==> config.mk <==
export PLATFORM = sky130hd
export DESIGN_NAME = mem_io_bridge_flat
export DESIGN_NICKNAME = d
export VERILOG_FILES = /design/src/rtl/mem_io_bridge_if.sv /design/src/rtl/mem_io_bridge.sv /design/src/flat_wrapper.sv
export SDC_FILE = /design/constraint.sdc
export NUM_CORES = 1
export LEC_CHECK = 0
export ABC_AREA = 1
export CELL_PAD_IN_SITES_DETAIL_PLACEMENT = 1
export CELL_PAD_IN_SITES_GLOBAL_PLACEMENT = 2
export CORE_UTILIZATION = 29
export CTS_BUF_LIST = sky130_fd_sc_hd__clkbuf_8 sky130_fd_sc_hd__clkbuf_16
export CTS_CLUSTER_SIZE = 12
export DETAILED_ROUTE_END_ITERATION = 16
export PLACE_DENSITY = 0.82
export SYNTH_ARGS = -nofsm -noshare
export SYNTH_HDL_FRONTEND = slang
export SYNTH_SLANG_ARGS = --single-unit
export TNS_END_PERCENT = 10
==> constraint.sdc <==
create_clock -name Clock -period 2.1 [get_ports Clock]
set_clock_uncertainty 0.15 [all_clocks]
set_input_delay 0.42 -clock Clock [delete_from_list [all_inputs] [get_ports Clock]]
set_output_delay 0.42 -clock Clock [all_outputs]
set_load 0.005 [all_outputs]
==> src/rtl/mem_io_bridge_if.sv <==
// Processor-side memory bus: address, write data and strobe out; read data back.
// Read data arrives one cycle after the address.
interface mem_io_bridge_if;
    logic [15:0] ADDR;
    logic [15:0] DOUT;
    logic        W;
    logic [15:0] DIN;

    modport master (output ADDR, output DOUT, output W, input DIN);
    modport slave  (input ADDR, input DOUT, input W, output DIN);
endinterface

==> src/rtl/mem_io_bridge.sv <==
// Address decoder between the processor bus and a synchronous RAM, with an LED register,
// a tick timer and a synchronized switch port; every region reads back with 1-cycle latency.
module mem_io_bridge #(
    parameter int unsigned RAM_AW = 7,
    parameter int unsigned LED_W  = 10,
    parameter int unsigned SW_W   = 10
) (
    input  logic              Clock,
    input  logic              Resetn,
    mem_io_bridge_if.slave    bus,
    output logic [RAM_AW-1:0] ram_addr,
    output logic [15:0]       ram_data,
    output logic              ram_wren,
    input  logic [15:0]       ram_q,
    input  logic [SW_W-1:0]   SW,
    output logic [LED_W-1:0]  LEDR,
    output logic              tmr_irq
);

    typedef enum logic [2:0] {
        SEL_NONE = 3'd0,
        SEL_RAM  = 3'd1,
        SEL_LED  = 3'd2,
        SEL_TMR  = 3'd3,
        SEL_SW   = 3'd4
    } sel_e;

    sel_e              w_sel;
    sel_e              r_rd_sel;
    logic [LED_W-1:0]  r_led;
    logic [SW_W-1:0]   r_sw_meta;
    logic [SW_W-1:0]   r_sw_sync;
    logic [15:0]       r_count;
    logic [15:0]       r_period;
    logic              r_en;
    logic              r_flag;
    logic [15:0]       r_tmr_q;
    logic [15:0]       w_tmr_rd;
    logic [15:0]       w_led16;
    logic [15:0]       w_sw16;
    logic              w_tmr_wr;
    logic              w_cnt_wr;
    logic              w_per_wr;
    logic              w_ctrl_wr;
    logic              w_stat_clr;
    logic              w_led_wr;
    logic              w_expire;
    logic              w_unused_addr;

    always_comb begin
        case (bus.ADDR[15:12])
            4'h0:    w_sel = SEL_RAM;
            4'h1:    w_sel = SEL_LED;
            4'h2:    w_sel = SEL_TMR;
            4'h3:    w_sel = SEL_SW;
            default: w_sel = SEL_NONE;
        endcase
    end

    assign w_unused_addr = ^bus.ADDR;

    assign w_led_wr   = bus.W && (w_sel == SEL_LED);
    assign w_tmr_wr   = bus.W && (w_sel == SEL_TMR);
    assign w_cnt_wr   = w_tmr_wr && (bus.ADDR[1:0] == 2'd0);
    assign w_per_wr   = w_tmr_wr && (bus.ADDR[1:0] == 2'd1);
    assign w_ctrl_wr  = w_tmr_wr && (bus.ADDR[1:0] == 2'd2);
    assign w_stat_clr = w_tmr_wr && (bus.ADDR[1:0] == 2'd3) && bus.DOUT[0];

    // A processor write to COUNT takes the cycle, so no reload and no flag.
    assign w_expire = r_en && !w_cnt_wr && (r_period != '0) && (r_count == r_period - 16'd1);

    assign ram_addr = bus.ADDR[RAM_AW-1:0];
    assign ram_data = bus.DOUT;
    assign ram_wren = Resetn && bus.W && (w_sel == SEL_RAM);

    always_comb begin
        w_tmr_rd = '0;
        case (bus.ADDR[1:0])
            2'd0:    w_tmr_rd = r_count;
            2'd1:    w_tmr_rd = r_period;
            2'd2:    w_tmr_rd[0] = r_en;
            default: w_tmr_rd[0] = r_flag;
        endcase
    end

    always_ff @(posedge Clock or negedge Resetn) begin
        if (!Resetn) begin
            r_rd_sel  <= SEL_NONE;
            r_tmr_q   <= '0;
            r_led     <= '0;
            r_sw_meta <= '0;
            r_sw_sync <= '0;
            r_count   <= '0;
            r_period  <= '0;
            r_en      <= 1'b0;
            r_flag    <= 1'b0;
        end else begin
            r_sw_meta <= SW;
            r_sw_sync <= r_sw_meta;
            r_rd_sel  <= w_sel;
            r_tmr_q   <= w_tmr_rd;
            if (w_led_wr) r_led <= bus.DOUT[LED_W-1:0];
            if (w_cnt_wr) begin
                r_count <= bus.DOUT;
            end else if (w_expire) begin
                r_count <= '0;
            end else if (r_en) begin
                r_count <= r_count + 16'd1;
            end
            if (w_per_wr)  r_period <= bus.DOUT;
            if (w_ctrl_wr) r_en     <= bus.DOUT[0];
            // An expiry in the same cycle as a clear leaves the flag set.
            if (w_expire) begin
                r_flag <= 1'b1;
            end else if (w_stat_clr) begin
                r_flag <= 1'b0;
            end
        end
    end

    always_comb begin
        w_led16 = '0;
        w_led16[LED_W-1:0] = r_led;
        w_sw16 = '0;
        w_sw16[SW_W-1:0] = r_sw_sync;
    end

    always_comb begin
        bus.DIN = '0;
        case (r_rd_sel)
            SEL_RAM: bus.DIN = ram_q;
            SEL_LED: bus.DIN = w_led16;
            SEL_TMR: bus.DIN = r_tmr_q;
            SEL_SW:  bus.DIN = w_sw16;
            default: bus.DIN = '0;
        endcase
    end

    assign LEDR    = r_led;
    assign tmr_irq = r_flag;

endmodule
==> src/flat_wrapper.sv <==
// flat-port wrapper written by rule: the top's interface ports become plain ports
module mem_io_bridge_flat 
#(
    parameter int unsigned RAM_AW = 7,
    parameter int unsigned LED_W  = 10,
    parameter int unsigned SW_W   = 10
)
  (Clock, Resetn, ram_addr, ram_data, ram_wren, ram_q, SW, LEDR, tmr_irq, bus_ADDR, bus_DOUT, bus_W, bus_DIN);
  mem_io_bridge_if bus_i ();
  input  logic Clock;
  input  logic Resetn;
  output logic [RAM_AW-1:0] ram_addr;
  output logic [15:0] ram_data;
  output logic ram_wren;
  input  logic [15:0] ram_q;
  input  logic [SW_W-1:0] SW;
  output logic [LED_W-1:0] LEDR;
  output logic tmr_irq;
  input wire logic [$bits(bus_i.ADDR)-1:0] bus_ADDR;
  input wire logic [$bits(bus_i.DOUT)-1:0] bus_DOUT;
  input wire logic [$bits(bus_i.W)-1:0] bus_W;
  output wire logic [$bits(bus_i.DIN)-1:0] bus_DIN;
  assign bus_i.ADDR = bus_ADDR;
  assign bus_i.DOUT = bus_DOUT;
  assign bus_i.W = bus_W;
  assign bus_DIN = bus_i.DIN;
  mem_io_bridge #(.RAM_AW(RAM_AW), .LED_W(LED_W), .SW_W(SW_W)) u_core (.Clock(Clock), .Resetn(Resetn), .bus(bus_i), .ram_addr(ram_addr), .ram_data(ram_data), .ram_wren(ram_wren), .ram_q(ram_q), .SW(SW), .LEDR(LEDR), .tmr_irq(tmr_irq));
endmodule
Word level (Yosys, flattened, before mapping)
Index checks and enable logic that the tools add are counted.
- add/subtract/negate cells: 2
- equal/unequal tests: 14
- multiplexer cells: 9
- reductions and logical operators: 18
- operators with widths (cell ; count):
    one-hot mux 16 bit (4 select lines) ; 1
    2-to-1 mux 16 bit ; 3
    one-hot mux 15 bit (2 select lines) ; 1
    adder 16 x 1 -> 16 bit, second input constant ; 1
    equality test 16 bit ; 1
    nonzero test 16 bit ; 1
    subtractor 16 x 1 -> 16 bit, second input constant ; 1
    equality test 3 x 2 -> 1 bit, second input constant ; 4
    logical AND 1 bit ; 12
    one-hot mux 3 bit (4 select lines) ; 1
    equality test 4 x 2 -> 1 bit, second input constant ; 2
    equality test 3 x 1 -> 1 bit, second input constant ; 2
    equality test 2 bit, second input constant ; 2
    equality test 4 x 1 -> 1 bit, second input constant ; 1
    zero test 4 bit ; 1
    equality test 3 bit, second input constant ; 1
    one-hot mux 1 bit (3 select lines) ; 1
    nonzero test 3 bit ; 1
    equality test 2 x 1 -> 1 bit, second input constant ; 1
    zero test 2 bit ; 1
    2-to-1 mux 1 bit ; 2
    nonzero test 2 bit ; 1
    zero test 1 bit ; 1
- flip-flop bits (word level): 83
- bits of input ports: 61
- output and inout port bits: 51
- word-level logic and storage cells: 52

Depth between registers and ports, before layout
- depth in word-level cells: 11
- gate-level depth with buffers: 15
- gate-level depth less buffers: 14

Worst setup path before layout
OpenSTA, ideal clock, no wires.
- path type: flip-flop to flip-flop
- start: reg u_core.r_period[0]
- end: reg u_core.r_count[9]
- setup time: 121 ps
- arrival: 1656 ps
- required time: 1829 ps
- setup slack: 173 ps
- cell stages (with the launch flop): 15
- buffers on the path: 1
- period minus slack after synthesis: 1927 ps
- cell sequence: dfrtp_1 inv_2 ha_1 inv_1 nand2_1 nand3_1 nand2_1 nand2_1 nor2_1 nand3_2 nor2_4 nand2_4 buf_6 nand2_2 nand3_2
- longest elaborated chain between the ends: 5
- elaborated cells on any way between the ends: 8
- classes of those cells: add/sub: 1; eq/ne: 1; mux: 2; reduce/logical: 4
- ends and longest elaborated chain (what ; line ; RTL):
    from (decl) ; mem_io_bridge.sv:34 ; logic [15:0] r_period;
    from (signal assigned) ; mem_io_bridge.sv:110 ; if (w_per_wr) r_period <= bus.DOUT;
    subtractor 16 x 1 -> 16 bit / nonzero test 16 bit (equally long branches) ; mem_io_bridge.sv:70 ; assign w_expire = r_en && !w_cnt_wr && (r_period != '0) && (r_count == r_period - 16'd1);
    equality test 16 bit / logical AND 1 bit (equally long branches) ; mem_io_bridge.sv:70 ;
    logical AND 1 bit (*) ; mem_io_bridge.sv:70 ;
    2-to-1 mux 16 bit ; mem_io_bridge.sv:105 ; end else if (w_expire) begin
    2-to-1 mux 16 bit ; mem_io_bridge.sv:103 ; if (w_cnt_wr) begin
    to (signal assigned) ; mem_io_bridge.sv:104 ; r_count <= bus.DOUT;
    to (signal assigned) ; mem_io_bridge.sv:108 ; r_count <= r_count + 16'd1;
    to (decl) ; mem_io_bridge.sv:33 ; logic [15:0] r_count;
Every way passes the cells marked *; elsewhere a longest branch is shown, timed or not.
A chain may end at the register's enable or synchronous reset.

Worst setup path in the final report
- start: reg u_core.r_rd_sel[0]
- end: out bus_DIN[9]
- longest elaborated chain between the ends: 2
- elaborated cells on any way between the ends: 5
- classes of those cells: eq/ne: 4; mux: 1
- ends and longest elaborated chain (what ; line ; RTL):
    from (decl) ; mem_io_bridge.sv:29 ; sel_e r_rd_sel;
    from (signal assigned) ; mem_io_bridge.sv:100 ; r_rd_sel <= w_sel;
    equality test 3 bit (tied with other cells) ; mem_io_bridge.sv:130 ; case (r_rd_sel)
    one-hot mux 16 bit (4 select lines) (*) ; mem_io_bridge.sv:130 ;
    to (decl) ; flat_wrapper.sv:22 ; output wire logic [$bits(bus_i.DIN)-1:0] bus_DIN;
Marked as above.

==> results.py <==
metrics = {
    "run_status": {
        "status": "finished with violations",
        "violations": "negative setup slack",
    },
    "clocking": {
        "cts_tree": "done",
        "cts_max_level": 3,
        "cts_sinks": 83,
        "cts_buffers": 9,
        "clk_latency_ns": 0.35,
        "clockBufferDepth": 2,
        "path_clk_slew_ns": 0.07,
        "cts_root_buf": "clkbuf_16",
    },
    "sta": {
        "final.setup.worst_slack_ns": -0.0856,
        "fmax_ghz": 0.458,
        "fin_crit_sh_pct": 104,
        "slew_headroom_pct": 58.9,
        "hold_viol_final": 0,
        "worst-slew-pin-transition_ns": 0.616,
        "finalSetupViolations": 11,
        "rsz0062_at_grt": "yes",
        "period_minus_slack_ns": 2.19,
        "drv_slew": 0,
    },
    "die": {
        "row_count": 46,
        "start_util_pct": 30.0,
        "dieArea_um2": 17000,
        "core_area_um2": 16000,
        "die_w_um": 131,
        "chipHeight_um": 131,
        "ios": 112,
    },
    "min_path": {
        "hold_path.class": "register to register",
    },
    "logic_synthesis": {
        "synth_edf_count": 0,
        "synth-seq-cells": 83,
        "syn-mean-instance-area_um2": 7.74,
        "yosysWarnings": 0,
        "netlist_area_um2": 4790,
        "syn-num-nets": 683,
        "yosysUniqueCellTypes": 35,
        "async_reset_ff_share_pct": 100,
        "syn_inst": 619,
        "ys.flop_type": "dfrtp_1",
        "yosysSeqAreaShare_pct": 43.3,
    },
    "cells_and_area": {
        "final_core_util_pct": 42.9,
        "nNetsFinal": 818,
        "area_delta_synth_final_pct": 43.2,
        "drive_above_1_share_pct": 24.4,
        "diodes": 0,
        "final_area_um2": 6860,
    },
    "worst_setup_path": {
        "start_kind": "register",
        "critPathMaxFanout": 7,
        "cp-end-kind": "output pin",
        "required_ns": 1.53,
        "worstPathArrival_ns": 1.62,
        "crit_type": "register to output pin",
    },
    "pwr": {
        "ir_drop_uv": 398,
        "p_leak_uw": 0.00322,
        "powerDensity_nw_per_um2": 863,
    },
    "global_routing": {
        "antenna_found_initial": 0,
        "overflow": 0,
        "grt_max_degree": 48,
        "grt_pass1_wl_um": 25800,
        "grt_use_total_pct": 20.3,
        "grt_pass1_vias": 4834,
    },
    "route": {
        "first_iter_violations": 198,
        "wl_um": 16700,
        "drt_pass1_iterations": 4,
        "viasPerCell": 4.79,
        "drtAntennaViolNets": 0,
        "num_vias": 4667,
        "post_drt_wl_per_cell_um": 17.1,
        "drc": 0,
    },
    "place": {
        "dp_hpwl_um": 12500,
        "numPortBuffers": 96,
        "place_congestion": 0.886,
        "dpl_cell_area_um2": 6230,
    },
    "flow_run": {
        "drv_cap": 0,
    },
}
[synth_stat cells, types with 2 or more instances]
cell       instances  area, um^2
clkinv_1           2        7.51
buf_2              2        10.0
clkbuf_1          14        52.6
inv_1             86         323
xnor2_1            6        52.6
o21ai_0           39         195
nand4_1           10        62.6
o21ai_1            2        10.0
nand2_4            2        22.5
xor2_1            16         140
nor3_1             6        30.0
o22ai_1           18         113
nor3b_1            2        15.0
nand2_2            7        43.8
nand2_1          144         541
nor2_4             5        56.3
o2111ai_1         10        87.6
buf_4             24         180
nor2_1            47         176
ha_1               3        37.5
a21oi_1            4        20.0
inv_2              5        18.8
dfrtp_1           83        2080
nand3_1           55         275
buf_6              3        33.8
nand3_2           10         100
nor2_2             6        37.5
[path summary, 6_finish.rpt]
| check | slack [ns] | startpoint | end | cells after the start |
|---|---|---|---|---|
| min | 0.20 | u_core.r_sw_meta[6]$_DFF_PN0_ | u_core.r_sw_sync[6]$_DFF_PN0_ | 0 |
| max reg2reg | 0 | u_core.r_period[1]$_DFFE_PN0P_ | u_core.tmr_irq$_DFFE_PN0P_ | 14 |
| max in group asynchronous | 0.73 | Resetn | u_core.r_period[6]$_DFFE_PN0P_ | 3 |
| min reg2reg | 0.20 | u_core.r_sw_meta[6]$_DFF_PN0_ | u_core.r_sw_sync[6]$_DFF_PN0_ | 0 |
| min in group asynchronous | 0.25 | Resetn | u_core.r_sw_meta[0]$_DFF_PN0_ | 2 |
| max | -0.09 | u_core.r_rd_sel[0]$_DFF_PN0_ | bus_DIN[9] | 7 |
[metal layers]
layer / global-route usage [%] / share of wire [%]
met1: 27.5 / 47
met2: 33.6 / 48
met3: 2.81 / 3.3
met4: 6.15 / 1.2
met5: 0 / 0
[flip-flops by register name (all words and copies together) (netlist names)]
| register | cells |
|---|---|
| u_core.LEDR | 10 |
| u_core.r_sw_meta | 10 |
| u_core.r_rd_sel | 3 |
| u_core.r_count | 16 |
| u_core.r_en | 1 |
| u_core.r_period | 16 |
| u_core.tmr_irq | 1 |
| u_core.r_tmr_q | 16 |
| u_core.r_sw_sync | 10 |
[cell usage in the layout, fill, tap and decap left out, types with 3 or more instances in the layout]
cell type / instances
a21oi_1: 4
buf_12: 9
buf_2: 16
buf_4: 52
buf_6: 10
clkbuf_16: 9
clkdlybuf4s50_1: 75
dfrtp_1: 76
dfrtp_2: 7
inv_1: 85
inv_2: 6
nand2_1: 143
nand2_2: 6
nand2_4: 3
nand3_1: 43
nand3_2: 22
nand4_1: 10
nor2_1: 37
nor2_2: 10
nor2_4: 11
nor3_1: 5
o2111ai_1: 3
o2111ai_2: 7
o21ai_0: 34
o21ai_1: 5
o21ai_2: 3
o22ai_1: 18
xnor2_1: 6
xor2_1: 16
[stage by stage]
stage / instances / worst slack (ns) / power (uW) / setup TNS (ns) / hold WS, ns
finish: 975 / -0.0856 / 5930 / -0.467 / 0.199
global route: 975 / -0.167 / 6290 / -3.06 / 0.210
CTS: 965 / -0.0857 / 5840 / -0.367 / 0.202
detailed placement: 941 / -0.317 / 4230 / -8.96 / 0.0684
global placement: 941 / -0.287 / 4140 / -7.37 / 0.0675
floorplan: 619 / 0.173 / 3400 / 0 / -0.0256
[logic make-up after synthesis]
logic type,after synthesis,share of synthesized area [%]
compound gates,76,9.40
xor+xnor,22,4.02
fa+ha+maj,3,0.783
buf+inv,136,13.1
flops,83,43.3
simple gates,299,29.4
[final cells by class]
type                            instances  area, um^2
Fill cell                            1945        9140
Sequential cell                        83        2090
Clock buffer                           10         239
Clock inverter                          6        47.5
Inverter                               93         349
Timing Repair Buffer                  167        1570
Tap cell                              216         270
Multi-Input combinational cell        400        2300
[what timing repair did]
action,in CTS,in global routing
cloned,1,0
buffers inserted,6,10
pin swaps,4,15
endpoints found under the setup margin,34,34
hold endpoints to repair,2,0
resized for setup,90,52
hold buffers,1,0
[worst max-delay path, cell delays in order, from the launching register on]
cell       delay (ns)
dfrtp_1          0.43
buf_6            0.15
nor2_2           0.10
buf_6            0.14
buf_12           0.11
nand3_1          0.08
o2111ai_2        0.10
buf_2            0.15
[power breakdown]
group,switching (uW),internal (uW)
combinational,1200,910
clock,728,845
sequential,354,1890
total,2280,3640
Note: power is estimated with default switching activity, not from simulation.
